==> src/rtl/tile_match_scorer.sv <==
// Tile Flip game-logic stage: accepts tile flips, compares pairs, tracks
// revealed/matched tiles and keeps a saturating 4-digit packed BCD score.
module tile_match_scorer #(
  parameter int unsigned SHOW_CYCLES  = 50_000_000,
  parameter int unsigned MATCH_POINTS = 10,
  parameter int unsigned NUM_PAIRS    = 8
) (
  input  logic        clock_50Mhz,
  input  logic        reset,
  input  logic        flip_valid,
  input  logic [3:0]  flip_tile,
  input  logic [2:0]  flip_symbol,
  output logic        flip_ready,
  output logic [15:0] reveal_mask,
  output logic [15:0] matched_mask,
  output logic [15:0] score_bcd,
  output logic        match_pulse,
  output logic        miss_pulse,
  output logic        game_over
);

  localparam int unsigned HOLD_W = 26;
  localparam int unsigned CNT_W  = 4;

  // Decimal to packed BCD, evaluated at elaboration for the per-match points.
  function automatic logic [15:0] to_bcd(input int unsigned v);
    return {4'((v / 1000) % 10), 4'((v / 100) % 10), 4'((v / 10) % 10), 4'(v % 10)};
  endfunction

  localparam logic [15:0] POINTS_BCD = to_bcd(MATCH_POINTS);

  // Digit-wise BCD add; bit 16 is the carry out of the thousands digit.
  function automatic logic [16:0] bcd_add(input logic [15:0] a, input logic [15:0] b);
    logic [16:0] r;
    logic        carry;
    logic [4:0]  d;
    r     = '0;
    carry = 1'b0;
    for (int i = 0; i < 4; i++) begin
      d = 5'(a[i*4 +: 4]) + 5'(b[i*4 +: 4]) + 5'(carry);
      if (d > 5'd9) begin
        r[i*4 +: 4] = 4'(d - 5'd10);
        carry       = 1'b1;
      end else begin
        r[i*4 +: 4] = d[3:0];
        carry       = 1'b0;
      end
    end
    r[16] = carry;
    return r;
  endfunction

  typedef enum logic [2:0] {
    WAIT_FIRST,
    WAIT_SECOND,
    COMPARE,
    HOLD,
    DONE
  } state_t;

  state_t              state, state_nxt;
  logic [3:0]          tile_a, tile_a_nxt;
  logic [3:0]          tile_b, tile_b_nxt;
  logic [2:0]          sym_a, sym_a_nxt;
  logic [2:0]          sym_b, sym_b_nxt;
  logic [HOLD_W-1:0]   hold_cnt, hold_cnt_nxt;
  logic [CNT_W-1:0]    pair_cnt, pair_cnt_nxt;
  logic [15:0]         reveal_nxt, matched_nxt, score_nxt;
  logic                match_nxt, miss_nxt, game_over_nxt;
  logic [16:0]         score_sum;

  assign score_sum = bcd_add(score_bcd, POINTS_BCD);

  // Next-state and next-register decode; flip_ready decoded from state only.
  always_comb begin
    state_nxt     = state;
    tile_a_nxt    = tile_a;
    tile_b_nxt    = tile_b;
    sym_a_nxt     = sym_a;
    sym_b_nxt     = sym_b;
    hold_cnt_nxt  = hold_cnt;
    pair_cnt_nxt  = pair_cnt;
    reveal_nxt    = reveal_mask;
    matched_nxt   = matched_mask;
    score_nxt     = score_bcd;
    match_nxt     = 1'b0;
    miss_nxt      = 1'b0;
    game_over_nxt = game_over;
    flip_ready    = 1'b0;

    case (state)
      WAIT_FIRST: begin
        flip_ready = 1'b1;
        if (flip_valid && !matched_mask[flip_tile]) begin
          tile_a_nxt            = flip_tile;
          sym_a_nxt             = flip_symbol;
          reveal_nxt[flip_tile] = 1'b1;
          state_nxt             = WAIT_SECOND;
        end
      end
      WAIT_SECOND: begin
        flip_ready = 1'b1;
        if (flip_valid && (flip_tile != tile_a) && !matched_mask[flip_tile]) begin
          tile_b_nxt            = flip_tile;
          sym_b_nxt             = flip_symbol;
          reveal_nxt[flip_tile] = 1'b1;
          state_nxt             = COMPARE;
        end
      end
      COMPARE: begin
        if (sym_a == sym_b) begin
          matched_nxt[tile_a] = 1'b1;
          matched_nxt[tile_b] = 1'b1;
          match_nxt           = 1'b1;
          score_nxt           = score_sum[16] ? 16'h9999 : score_sum[15:0];
          pair_cnt_nxt        = pair_cnt + CNT_W'(1);
          if (pair_cnt_nxt == CNT_W'(NUM_PAIRS)) begin
            game_over_nxt = 1'b1;
            state_nxt     = DONE;
          end else begin
            state_nxt = WAIT_FIRST;
          end
        end else begin
          miss_nxt     = 1'b1;
          hold_cnt_nxt = HOLD_W'(SHOW_CYCLES - 1);
          state_nxt    = HOLD;
        end
      end
      HOLD: begin
        if (hold_cnt == '0) begin
          reveal_nxt[tile_a] = 1'b0;
          reveal_nxt[tile_b] = 1'b0;
          state_nxt          = WAIT_FIRST;
        end else begin
          hold_cnt_nxt = hold_cnt - HOLD_W'(1);
        end
      end
      DONE: begin
        flip_ready = 1'b0;
      end
      default: begin
        state_nxt = WAIT_FIRST;
      end
    endcase
  end

  // State and datapath registers with synchronous active-low reset.
  always_ff @(posedge clock_50Mhz) begin
    if (!reset) begin
      state        <= WAIT_FIRST;
      tile_a       <= '0;
      tile_b       <= '0;
      sym_a        <= '0;
      sym_b        <= '0;
      hold_cnt     <= '0;
      pair_cnt     <= '0;
      reveal_mask  <= '0;
      matched_mask <= '0;
      score_bcd    <= '0;
      match_pulse  <= 1'b0;
      miss_pulse   <= 1'b0;
      game_over    <= 1'b0;
    end else begin
      state        <= state_nxt;
      tile_a       <= tile_a_nxt;
      tile_b       <= tile_b_nxt;
      sym_a        <= sym_a_nxt;
      sym_b        <= sym_b_nxt;
      hold_cnt     <= hold_cnt_nxt;
      pair_cnt     <= pair_cnt_nxt;
      reveal_mask  <= reveal_nxt;
      matched_mask <= matched_nxt;
      score_bcd    <= score_nxt;
      match_pulse  <= match_nxt;
      miss_pulse   <= miss_nxt;
      game_over    <= game_over_nxt;
    end
  end

endmodule

==> config.mk <==
export PLATFORM = sky130hd
export DESIGN_NAME = tile_match_scorer
export DESIGN_NICKNAME = d
export VERILOG_FILES = /design/src/rtl/tile_match_scorer.sv
export SDC_FILE = /design/constraint.sdc
export NUM_CORES = 1
export LEC_CHECK = 0
export BUFFER_PORTS_ARGS = -buffer_cell sky130_fd_sc_hd__buf_2
export CAP_MARGIN = 20
export CORE_MARGIN = 1
export CORE_UTILIZATION = 40
export DETAILED_ROUTE_END_ITERATION = 8
export HOLD_SLACK_MARGIN = 0.08
export PLACE_DENSITY = 0.66
export RECOVER_POWER = 25
export SLEW_MARGIN = 30
export SYNTH_ARGS = -nofsm -noshare
export SYNTH_HDL_FRONTEND = slang
export SYNTH_SLANG_ARGS = --single-unit
export TNS_END_PERCENT = 50
==> constraint.sdc <==
create_clock -name clock_50Mhz -period 4.8 [get_ports clock_50Mhz]
set_clock_uncertainty 0.1 [all_clocks]
set_input_delay 0.24 -clock clock_50Mhz [delete_from_list [all_inputs] [get_ports clock_50Mhz]]
set_output_delay 0.24 -clock clock_50Mhz [all_outputs]
set_load 0.02 [all_outputs]
Word-level counts from Yosys, hierarchy flattened
Index checks and enable logic that the tools add are counted.

storage, ports and cells
  flip-flop bits (word level) = 98
  word-level logic and storage cells = 109
  bits of input ports = 10
  output and inout bits = 52

cells by class
  add/subtract/negate cells = 10
  bitwise operators = 8
  mux-type cells = 33
  equal/unequal tests = 12
  $lt $le $gt $ge = 10
  reductions and logical operators = 22

operators with widths
  cell                     number
  $mux W16                 4
  $mux W26                 2
  $pmux W26 S2             1
  $or A16 B16 Y16          3
  $pmux W16 S3             1
  $and A16 B16 Y16         2
  $not A16 Y16             2
  $logic_not A26 Y1        1
  $sub A26 B1 Y26 const B  1
  $mux W4                  4
  $sub A4 B4 Y4 const B    4
  $gt A5 B4 Y1 const B     3
  $lt A4 B5 Y1 const B     3
  $mux W3                  5
  $pmux W3 S5              1
  $demux W1 S4             3
  $ge A4 B1 Y1 const B     3
  $mux W1                  11
  $add A4 B1 Y5            2
  $ne A2 B2 Y1 const B     5
  $reduce_and A3 Y1        3
  $reduce_and A2 Y1        4
  $reduce_and A4 Y1        2
  $eq A3 B2 Y1 const B     2
  other kinds (17)         23

Longest topological paths before layout
  depth in word-level cells = 13
  mapped depth = 21
  depth with buffers taken out = 20

Worst setup path before layout
No wires, ideal clock.

  kind = register to register
  from = register score_bcd[2]
  to = register score_bcd[10]
  period minus slack after synthesis = 4.218 ns
  setup slack = 0.582 ns
  stages on the path, launching flop included = 21
  path buffers = 1
  data arrival time = 4.000 ns
  required time = 4.583 ns
  setup time = 0.117 ns
  cells stage by stage = dfxtp_1 > o21a_1 > inv_1 > ha_1 > inv_1 > ha_1 > inv_1 > a31oi_1 > o22a_1 > ha_1 > ha_1 > o21a_1 > o22a_1 > ha_1 > ha_1 > inv_1 > a31oi_1 > o22a_1 > clkbuf_1 > nor2_1 > a32o_1

between the ends
  cells in the longest elaborated chain, start to end = 12
  elaborated cells on any way between the ends = 14
  those cells by class = add/sub: 4; order compare: 4; mux: 6

ends and longest elaborated chain
  what                      RTL line  source
  start: declaration        16        output logic [15:0] score_bcd,
  start signal: assignment  173       score_bcd <= score_nxt;
  $gt A4 B4 Y1 (*)          41        if (d > 5'd9) begin
  $mux W1 (*)               41
  $add A5 B1 Y5 (*)         40        d = 5'(a[i*4 +: 4]) + 5'(b[i*4 +: 4]) + 5'(carry);
  $gt A5 B4 Y1 (*)          41
  $mux W1 (*)               41
  $add A4 B1 Y5 (*)         40
  $gt A5 B4 Y1              41
  $mux W1                   41
  $add A4 B1 Y5             40
  $gt A5 B4 Y1              41
  $mux W1                   41
  $mux W16 (*)              115       score_nxt = score_sum[16] ? 16'h9999 : score_sum[15:0];

Mark *: on every way between the ends. The rest lies on a longest branch, timed or not.
A chain may end at the register's enable or synchronous reset.

Final worst setup path
  from = register score_bcd[2]
  to = register score_bcd[1]

between the ends
  cells in the longest elaborated chain, start to end = 13
  elaborated cells on any way between the ends = 14
  those cells by class = add/sub: 3; order compare: 4; mux: 5; reduce/logical: 2

ends and longest elaborated chain
  what                                 RTL line
  $gt A4 B4 Y1 (*)                     41
  $mux W1                              41
  $add A5 B1 Y5                        40
  $gt A5 B4 Y1                         41
  $mux W1                              41
  $add A4 B1 Y5                        40
  $gt A5 B4 Y1                         41
  $mux W1                              41
  $add A4 B1 Y5                        40
  $gt A5 B4 Y1                         41
  $mux W1                              41
  $reduce_bool A2 Y1 (no source line)  --
  $reduce_and A3 Y1 (no source line)   --

Marks and branches as above.

==> run summary <==
run status -> finished clean
pin count of the biggest net entering global routing -> 71
wire length after detailed routing -> 13050 um
final period utilization -> 0.9481
initial antenna violation count -> 0
register-to-register setup slack -> 250 ps
crit path max fanout -> 11
Sinks on Clock Net -> 98
clk_lat worst skew -> 340 ps
P&R area growth vs syn -> 14.03%
remaining max-slew budget at the tightest pin -> 0.3810
share of layout cells above drive strength 1 -> 0.09936
Core Footprint -> 12110 sq um
Max stage delay on crit path -> 410 ps
Critical Path AT -> 4690 ps
number of standard cells after synthesis -> 578
kind of capture point of the worst setup path -> register
ys flop type -> sky130_fd_sc_hd__dfxtp_1
leading cell type in the layout, fill and taps excluded -> sky130_fd_sc_hd__dfxtp_1
gr ovfl total -> 0
setup TNS after final layout -> 0 ps
count of boundary I/O pins -> 62
CP dominant cell by count -> sky130_fd_sc_hd__ha_1
clock-pin slew on the worst setup and hold paths -> 70 ps
cell depth of the worst setup path -> 20
cell count of the worst reg-to-reg path -> 20
slowest stage cell, crit path -> sky130_fd_sc_hd__o22a_1
pre-CTS setup slack -> 302.3 ps
first-pass GRT wire length -> 21170 um
post-detailed-placement cell area -> 5413 sq um
post-synthesis cell area -> 5012 sq um
chip width -> 113.9 um
dpl hpwl -> 9272 um
max-cap check violation count -> 0
height of the die -> 113.9 um
ys async rst share -> 0
worst endpoint required time -> 4940 ps
root cell of the clock tree -> sky130_fd_sc_hd__clkbuf_16
initial DRC count -> 227
Buf/Inv on CP -> 4
number of standard cells in the final layout excluding fillers -> 792
via count of the first global-routing pass -> 4367
critical path cell sequence -> o21a_1 > inv_1 > ha_1 > inv_1 > ha_1 > inv_1 > a31oi_1 > o22a_1 > ha_1 > ha_1 > nor2_1 > a21oi_1 > o22a_1 > ha_1 > ha_1 > inv_1 > a31oi_1 > o22a_1 > o21ai_0 > a31o_2
family of cells with the greatest summed delay on the critical path -> compound AO/OA/AOI/OAI gates
Worst VDD drop -> 180.0 uV
ANT cells -> 0
setup repair after global routing missed its margin -> no
# nets final -> 640
remaining antenna violation count after routing -> 0
Yosys warning total -> 0
Critical path origin -> score_bcd[2]
hold slack final -> 86.02 ps
Startpoint Class -> register
static leakage -> 0.002107 uW
Period minus WS final -> 4551 ps
source of the worst register-to-register timing path -> score_bcd[2]
EDFF count, synth -> 0
post-route cell area -> 5715 sq um
flip-flop and latch count after synthesis -> 98
Avg Inst Size Synth -> 8.672 sq um
Synthesized Nets -> 599
Setup WS post-layout -> 249.0 ps
Rows -> 40
Post-CTS Repair Setup Buffers -> 0
deepest clock path buffer count -> 2
max-slew violations -> 0
highest-count cells in the layout ignoring fill and taps -> sky130_fd_sc_hd__dfxtp_1 (98), sky130_fd_sc_hd__nand2_1 (49), sky130_fd_sc_hd__nor2_1 (45), sky130_fd_sc_hd__clkbuf_1 (37), sky130_fd_sc_hd__a21oi_1 (32)
number of distinct standard cells referenced by the synthesized netlist -> 62
effective utilization at floorplan -> 0.4138
count of fill cells added during filler insertion -> 1219
routed len/inst -> 16.48 um
total power divided by cell area -> 337.4 nW/um^2
startpoint of the most critical hold path -> flip_symbol[0]
Max Clock Freq -> 219.7 MHz
TritonCTS clock tree -> built
terminus of the critical flop-to-flop path -> score_bcd[1]
CTS Buf Count -> 9
type of the setup path with the least slack -> register to register
total number of vias -> 4568
placed insts -> 775
Critical Path Sink -> score_bcd[1]
final count of hold timing violations -> 0
Hold Path Class -> input port to register
die area -> 12980 sq um
Finish-stage setup viols -> 0
remaining routing DRC violations -> 0
Pre-Repair DR Iteration Count -> 5
GR Util All Layers -> 0.2063
total number of H-tree levels -> 3
final weighted congestion in routability-driven placement -> 0.9025
share of synthesized area occupied by flip-flops and latches -> 0.3914
Least-Margin Pin Slew -> 926.3 ps
number of buffers inserted by port buffering -> 61
number of vias per cell after detailed routing -> 5.768
synthesized netlist by cell type, types with 4 or more instances:
master,instances,area share
sky130_fd_sc_hd__nand2_1,49,0.037
sky130_fd_sc_hd__nand4_1,7,0.0087
sky130_fd_sc_hd__a31oi_1,10,0.012
sky130_fd_sc_hd__buf_2,5,0.0050
sky130_fd_sc_hd__nand3b_1,5,0.0075
sky130_fd_sc_hd__o21a_1,20,0.030
sky130_fd_sc_hd__nor4_1,8,0.010
sky130_fd_sc_hd__nand2b_1,4,0.0050
sky130_fd_sc_hd__a32o_1,5,0.010
sky130_fd_sc_hd__a22oi_1,9,0.013
sky130_fd_sc_hd__or3_1,11,0.014
sky130_fd_sc_hd__xor2_1,13,0.023
sky130_fd_sc_hd__nor3_1,17,0.017
sky130_fd_sc_hd__clkbuf_1,28,0.021
sky130_fd_sc_hd__xnor2_1,13,0.023
sky130_fd_sc_hd__o21ai_0,29,0.029
sky130_fd_sc_hd__nor2b_1,10,0.012
sky130_fd_sc_hd__nand3_1,10,0.010
sky130_fd_sc_hd__and2_1,5,0.0062
sky130_fd_sc_hd__o221ai_1,5,0.0087
sky130_fd_sc_hd__nor2_1,45,0.034
sky130_fd_sc_hd__or4_1,4,0.0060
sky130_fd_sc_hd__dfxtp_1,98,0.39
sky130_fd_sc_hd__o31ai_1,7,0.010
sky130_fd_sc_hd__o22a_1,4,0.0070
sky130_fd_sc_hd__o311ai_0,9,0.016
sky130_fd_sc_hd__inv_1,21,0.016
sky130_fd_sc_hd__a311oi_1,4,0.0070
sky130_fd_sc_hd__a211oi_1,8,0.012
sky130_fd_sc_hd__mux2i_1,21,0.042
sky130_fd_sc_hd__ha_1,11,0.027
sky130_fd_sc_hd__a32oi_1,5,0.0087
sky130_fd_sc_hd__and3_1,7,0.0087
sky130_fd_sc_hd__a21oi_1,32,0.032
registers in the layout, summed over array words and instances, names as in the netlist:
signal / cells
game_over: 1
hold_cnt: 26
match_pulse: 1
matched_mask: 16
miss_pulse: 1
pair_cnt: 4
reveal_mask: 16
score_bcd: 16
state: 3
sym_a: 3
sym_b: 3
tile_a: 4
tile_b: 4
worst reg2reg max path, stage by stage (launching register included):
cell and delay [ps]:
sky130_fd_sc_hd__dfxtp_1 340, sky130_fd_sc_hd__o21a_1 220, sky130_fd_sc_hd__inv_1 60, sky130_fd_sc_hd__ha_1 140
sky130_fd_sc_hd__inv_1 40, sky130_fd_sc_hd__ha_1 330, sky130_fd_sc_hd__inv_1 150, sky130_fd_sc_hd__a31oi_1 110
sky130_fd_sc_hd__o22a_1 260, sky130_fd_sc_hd__ha_1 210, sky130_fd_sc_hd__ha_1 350, sky130_fd_sc_hd__nor2_1 130
sky130_fd_sc_hd__a21oi_1 70, sky130_fd_sc_hd__o22a_1 260, sky130_fd_sc_hd__ha_1 240, sky130_fd_sc_hd__ha_1 320
sky130_fd_sc_hd__inv_1 60, sky130_fd_sc_hd__a31oi_1 160, sky130_fd_sc_hd__o22a_1 410, sky130_fd_sc_hd__o21ai_0 190
sky130_fd_sc_hd__a31o_2 270
metrics by stage:
stage,total power (uW),util
final,1928,0.4719
after global routing,2004,0.4719
after CTS,1948,0.4757
after detailed placement,1138,0.4469
after global placement,1135,0.4469
after floorplan,1077,-
area by class of cell:
| type | count | area [sq um] | area share |
|---|---|---|---|
| Multi-Input combinational cell | 422 | 2823 | 0.4939 |
| Timing Repair Buffer | 66 | 299.0 | 0.05232 |
| Clock buffer | 12 | 266.5 | 0.04663 |
| Tap cell | 168 | 210.2 | 0.03678 |
| Inverter | 22 | 82.58 | 0.01445 |
| Sequential cell | 98 | 1962 | 0.3433 |
| Clock inverter | 4 | 72.57 | 0.01270 |
kinds of logic after synthesis:
family                   after synthesis  synth area share
flip-flops                            98            0.3914
AO/OA/AOI/OAI                        162            0.2252
buffers and inverters                 58           0.04668
multiplexers                          23           0.05092
XOR/XNOR                              26           0.04543
adder cells (fa/ha/maj)               11           0.02746
AND/OR/NAND/NOR                      200            0.2129
timing repair:
action                    in CTS  in global routing
hold endpoints to repair       1                  0
hold buffers                   1                  0
gates resized for setup        0                  0
how the worst min path moves through the flow:
| stage | to | cells after the start |
|---|---|---|
| after floorplan | tile_a[0] | 2 |
| after global placement | game_over | 1 |
| after detailed placement | game_over | 1 |
| after CTS | sym_a[0] | 3 |
| after global routing | tile_a[0] | 3 |
| final | sym_a[0] | 3 |
where the power goes:
group	internal, uW	total (uW)	leakage, uW	switching, uW
combinational	83.6	252	0.00115	168
sequential	837	871	0.000792	34.1
clock	499	806	0.000165	308
total	1420	1930	0.00211	510
metal layers:
metal | track usage | vias to the layer above | routed length [um]
met5 | 0 | - | 0
met2 | 0.3455 | 142 | 6313
met3 | 0.04304 | 29 | 679
met1 | 0.2506 | 2184 | 5699
met4 | 0.1039 | 0 | 362
li1 | - | 2213 | -
Note: power is estimated with default switching activity, not from simulation.
